===== config.mk =====
export PLATFORM = sky130hd
export DESIGN_NAME = vga_timing_gen
export DESIGN_NICKNAME = d
export VERILOG_FILES = /design/src/rtl/vga_timing_gen.sv
export SDC_FILE = /design/constraint.sdc
export NUM_CORES = 1
export LEC_CHECK = 0
export BUFFER_PORTS_ARGS = -buffer_cell sky130_fd_sc_hd__buf_2
export CORE_ASPECT_RATIO = 0.7
export CORE_MARGIN = 8
export CORE_UTILIZATION = 52
export CTS_CLUSTER_SIZE = 16
export DETAILED_ROUTE_END_ITERATION = 8
export HOLD_SLACK_MARGIN = 0.1
export PLACE_DENSITY = 0.78
export SLEW_MARGIN = 10
export SYNTH_ARGS = -nofsm -noshare
export SYNTH_HDL_FRONTEND = slang
export SYNTH_SLANG_ARGS = --single-unit

===== constraint.sdc =====
create_clock -name clk -period 2.6 [get_ports clk]
set_clock_uncertainty 0.2 [all_clocks]
set_input_delay 0.52 -clock clk [delete_from_list [all_inputs] [get_ports clk]]
set_output_delay 0.52 -clock clk [all_outputs]
set_load 0.01 [all_outputs]

===== src/rtl/vga_timing_gen.sv =====
// VGA raster timing: pixel-enable divider, h/v counters, sync/blank decodes, line/frame pulses.
// Optional raster-line interrupt (line_cmp/line_irq) is built when VGA_TIMING_LINE_IRQ_EN is defined.
module vga_timing_gen #(
   parameter int CLK_DIV   = 2,
   parameter int H_DISPLAY = 640,
   parameter int H_FRONT   = 16,
   parameter int H_SYNC    = 96,
   parameter int H_BACK    = 48,
   parameter int V_DISPLAY = 480,
   parameter int V_FRONT   = 10,
   parameter int V_SYNC    = 2,
   parameter int V_BACK    = 33
) (
   input  logic       clk,
   input  logic       reset,
`ifdef VGA_TIMING_LINE_IRQ_EN
   input  logic [9:0] line_cmp,
   output logic       line_irq,
`endif
   output logic       p_tick,
   output logic [9:0] pixel_x,
   output logic [9:0] pixel_y,
   output logic       hsync,
   output logic       vsync,
   output logic       video_on,
   output logic       line_start,
   output logic       frame_start
);

   localparam int H_TOTAL = H_DISPLAY + H_FRONT + H_SYNC + H_BACK;
   localparam int V_TOTAL = V_DISPLAY + V_FRONT + V_SYNC + V_BACK;
   localparam int DW      = (CLK_DIV > 2) ? $clog2(CLK_DIV) : 1;

   localparam logic [DW-1:0] DIV_LAST = DW'(CLK_DIV - 1);
   localparam logic [9:0]    H_LAST   = 10'(H_TOTAL - 1);
   localparam logic [9:0]    V_LAST   = 10'(V_TOTAL - 1);
   // 11-bit bounds so an end value of exactly 1024 still compares correctly
   localparam logic [10:0]   H_VIS    = 11'(H_DISPLAY);
   localparam logic [10:0]   V_VIS    = 11'(V_DISPLAY);
   localparam logic [10:0]   HS_START = 11'(H_DISPLAY + H_FRONT);
   localparam logic [10:0]   HS_END   = 11'(H_DISPLAY + H_FRONT + H_SYNC);
   localparam logic [10:0]   VS_START = 11'(V_DISPLAY + V_FRONT);
   localparam logic [10:0]   VS_END   = 11'(V_DISPLAY + V_FRONT + V_SYNC);

   if (H_TOTAL > 1024) begin : g_h_range
      $error("vga_timing_gen: H_TOTAL does not fit the 10-bit counter");
   end
   if (V_TOTAL > 1024) begin : g_v_range
      $error("vga_timing_gen: V_TOTAL does not fit the 10-bit counter");
   end
   if (CLK_DIV < 2) begin : g_div_range
      $error("vga_timing_gen: CLK_DIV must be at least 2");
   end

   logic [DW-1:0] div_q, div_d;
   logic [9:0]    x_q, x_d;
   logic [9:0]    y_q, y_d;
   logic          line_start_q, line_start_d;
   logic          frame_start_q, frame_start_d;
   logic          tick;
   logic          h_end;

   always_comb begin
      tick          = (div_q == DIV_LAST);
      h_end         = (x_q == H_LAST);
      div_d         = tick ? '0 : div_q + DW'(1);
      x_d           = x_q;
      y_d           = y_q;
      if (tick) begin
         if (h_end) begin
            x_d = '0;
            y_d = (y_q == V_LAST) ? '0 : y_q + 10'd1;
         end else begin
            x_d = x_q + 10'd1;
         end
      end
      line_start_d  = tick && h_end;
      frame_start_d = tick && h_end && (y_q == V_LAST);
   end

   always_ff @(posedge clk) begin
      if (reset) begin
         div_q         <= '0;
         x_q           <= '0;
         y_q           <= '0;
         line_start_q  <= 1'b0;
         frame_start_q <= 1'b0;
      end else begin
         div_q         <= div_d;
         x_q           <= x_d;
         y_q           <= y_d;
         line_start_q  <= line_start_d;
         frame_start_q <= frame_start_d;
      end
   end

`ifdef VGA_TIMING_LINE_IRQ_EN
   // Compare value is captured at each line wrap and used at the following wrap;
   // the all-ones reset value lies outside any legal line so nothing fires early.
   logic [9:0] cmp_q;
   logic       irq_q;

   always_ff @(posedge clk) begin
      if (reset) begin
         cmp_q <= '1;
         irq_q <= 1'b0;
      end else begin
         irq_q <= line_start_d && (y_d == cmp_q);
         if (line_start_d) begin
            cmp_q <= line_cmp;
         end
      end
   end

   assign line_irq = irq_q;
`endif

   assign p_tick      = tick;
   assign pixel_x     = x_q;
   assign pixel_y     = y_q;
   assign hsync       = !(({1'b0, x_q} >= HS_START) && ({1'b0, x_q} < HS_END));
   assign vsync       = !(({1'b0, y_q} >= VS_START) && ({1'b0, y_q} < VS_END));
   assign video_on    = ({1'b0, x_q} < H_VIS) && ({1'b0, y_q} < V_VIS);
   assign line_start  = line_start_q;
   assign frame_start = frame_start_q;

endmodule

==> results.txt <==
Sequence of cells on the critical path: and3_1 -> or4_1 -> buf_2
Pre-CTS setup slack: 400 ps
Max_slew headroom: 56.4%
Worst-case clock buffer depth: 2
Crit. End Element: output port
Hold-fix buffers at CTS: 0
RR Startpoint: pixel_x[0]
Final period utilization: 87.8%
Vert. Die Dim: 56.0 microns
Syn nets: 138
Outcome: completed
# fillers: 187
Setup CP Type: flop to output port
EDFF count, synth: 0
Slowest stage delay, CP: 450 ps
Hold WS: 336 ps
DR vias: 1,105
Levels on crit path: 3
Initial core utilization: 55.2%
CP startpoint kind: flop
Initial antenna violation count: 0
Hold Vio Cnt, Final: 0
Final cell utilization of the core: 63.5%
WL per Instance: 15.4 microns
First-pass GRT wire length: 4.87 mm
Hold Path Class: input pin to flop
Most frequent cell after synthesis: dfxtp_1
Max-slew violations: 0
CTS sink count: 23
Port Buffer Count: 27
H-tree depth: 1
Area Overhead vs Synth: 14.9%
Routed WL: 2.93 mm
FF-to-FF path depth: 5
Worst hold stages: 2
Initial drt markers: 144
Cell taking the most area after synthesis: dfxtp_1
Gate Count Post-Synth: 131
Synth top area share: 38.7%
Clk_lat worst skew: 310 ps
Reg2reg end: pixel_y[8]
Worst Setup SP: pixel_x[5]
Area contributors post-synth: dfxtp_1 39%, xor2_1 6.6%, ha_1 5.3%
Crit path to: hsync
Worst-path clk slew: 120 ps
Core outline area: 0.00215 sq mm
GRT Util Overall: 14.5%
CTS root buf: clkbuf_4
Worst Path Required: 1880 ps
Num CTS Buffers: 3
VDD IR max: 0.260 mV
Die area: 0.00410 sq mm
Unrepaired setup endpoints after global routing: no
I/O pin cnt: 28
Worst R2R Setup Slack: 350 ps
TritonCTS clock tree: built
TNS Setup: 0 ps
Final worst slack: 317 ps
Gp weighted congestion: 0.840
Synth Area per Inst: 9.08 sq um
TritonRoute pass-1 iters: 4
Final setup violation count: 0
Crit-path slowest cell: or4_1
Crit path time final: 2280 ps
Ant. Diodes: 0
Synth cell types: 35
Async SR Flop Fraction: 0%
#FFs+latches synth: 23
Cell Area, Synth: 0.00119 sq mm
PostCTS Resize Cnt: 0
CP Data Arrival Time: 1560 ps
DIE WIDTH: 73.2 microns
Synth Flop Type: dfxtp_1
Grt total ovfl: 0
Most frequent cells after synthesis: 23 x dfxtp_1, 10 x nor2_1, 9 x nor3_1, 9 x xor2_1, 8 x nand4_1
Crit path buffers/inverters: 1
Crit-path leading delay family: simple AND/OR/NAND/NOR gates
Leakage: 0.540 nW
Setup Buffers After CTS: 0
Max cap viols: 0
Drt via density: 5.82
Largest net degree at the start of global routing: 17
Layout cells sized above 1: 22.2%
Antenna-violating nets left: 0
Vias in the first global route: 1,015
Pwr/cell area: 402 mW/mm^2
Synth Warn #: 0
Seq/Total Area, Yosys: 38.7%
Max Fanout on Critical Path: 9
# rows: 14
Layout net count: 166
Worst slew pin tran: 651 ps
Post-detail-place hpwl: 2.25 mm
Max Clk Rate: 0.438 GHz
# DRC: 0
[power by group]
group / switching, mW / internal [mW]
combinational: 0.0133 / 0.00972
clock: 0.104 / 0.0601
sequential: 0.00640 / 0.356
total: 0.124 / 0.426
[per-stage QoR]
step	area, sq um	cells	total power, mW
CTS	1370	190	0.553
detailed placement	1340	186	0.393
floorplan	1190	131	0.385
global placement	1340	186	0.392
global route	1370	190	0.571
finish	1370	190	0.550
[logic make-up (layout without fill, tap and decap cells)]
group,count (synthesis),count (layout),synth area share [%]
compound gates,15,15,8.31
fa+ha+maj,5,5,5.26
xor+xnor,13,13,9.57
buf+inv,8,35,3.26
simple gates,67,67,34.9
flops,23,23,38.7
[sequential cells by signal (all words and copies together), names as in the netlist]
name and flops:
pixel_x 10, p_tick 1, line_start 1, pixel_y 10
frame_start 1
[worst min path at each step]
stage / from / to / slack (ps)
2_1_floorplan: pixel_y[8] / pixel_y[8] / 320
3_3_place_gp: pixel_x[1] / pixel_x[1] / 300
3_5_place_dp: p_tick / p_tick / 320
4_1_cts: reset / p_tick / 330
5_1_grt: reset / pixel_x[2] / 370
6_report: reset / p_tick / 340
[final cells by class]
type	instances	area, sq um	share of cell area [%]
Clock buffer	4	26.3	1.92
Inverter	4	15.0	1.10
Multi-Input combinational cell	100	691	50.5
Sequential cell	23	460	33.7
Tap cell	32	40.0	2.93
Timing Repair Buffer	27	135	9.88
[layout by cell type, fill, tap and decap left out]
cell type	Yosys	final
o211ai_1	1	1
o21a_1	1	1
nand2b_1	2	2
nand4bb_1	1	1
nand4b_1	1	1
nand4_1	8	8
buf_2	1	27
nor3_1	9	9
and4_1	5	5
dfxtp_1	23	23
ha_1	5	5
nor3_2	1	1
nor2_1	10	10
or3_4	1	1
clkbuf_1	1	1
nand3_4	1	1
and2b_1	1	1
and2_1	1	1
o21ai_0	3	3
or4_1	5	5
a21oi_1	7	7
nand2_1	7	7
inv_1	4	4
nor4b_1	1	1
clkbuf_4	0	3
o31ai_1	2	2
nand3_1	7	7
or3_1	1	1
nor4_1	1	1
and3b_1	1	1
o21bai_4	1	1
and3_1	2	2
and4bb_2	1	1
xnor2_1	4	4
xor2_1	9	9
[metal layers]
| metal | vias to the layer above | global-route usage [%] | wire [microns] |
|---|---|---|---|
| met5 | - | 0 | 0 |
| met4 | 0 | 3.69 | 22 |
| met3 | 4 | 4.50 | 257 |
| met2 | 46 | 22.0 | 1300 |
| met1 | 521 | 19.1 | 1350 |
| li1 | 534 | - | - |
No activity file was read; power rests on OpenSTA's default activity.
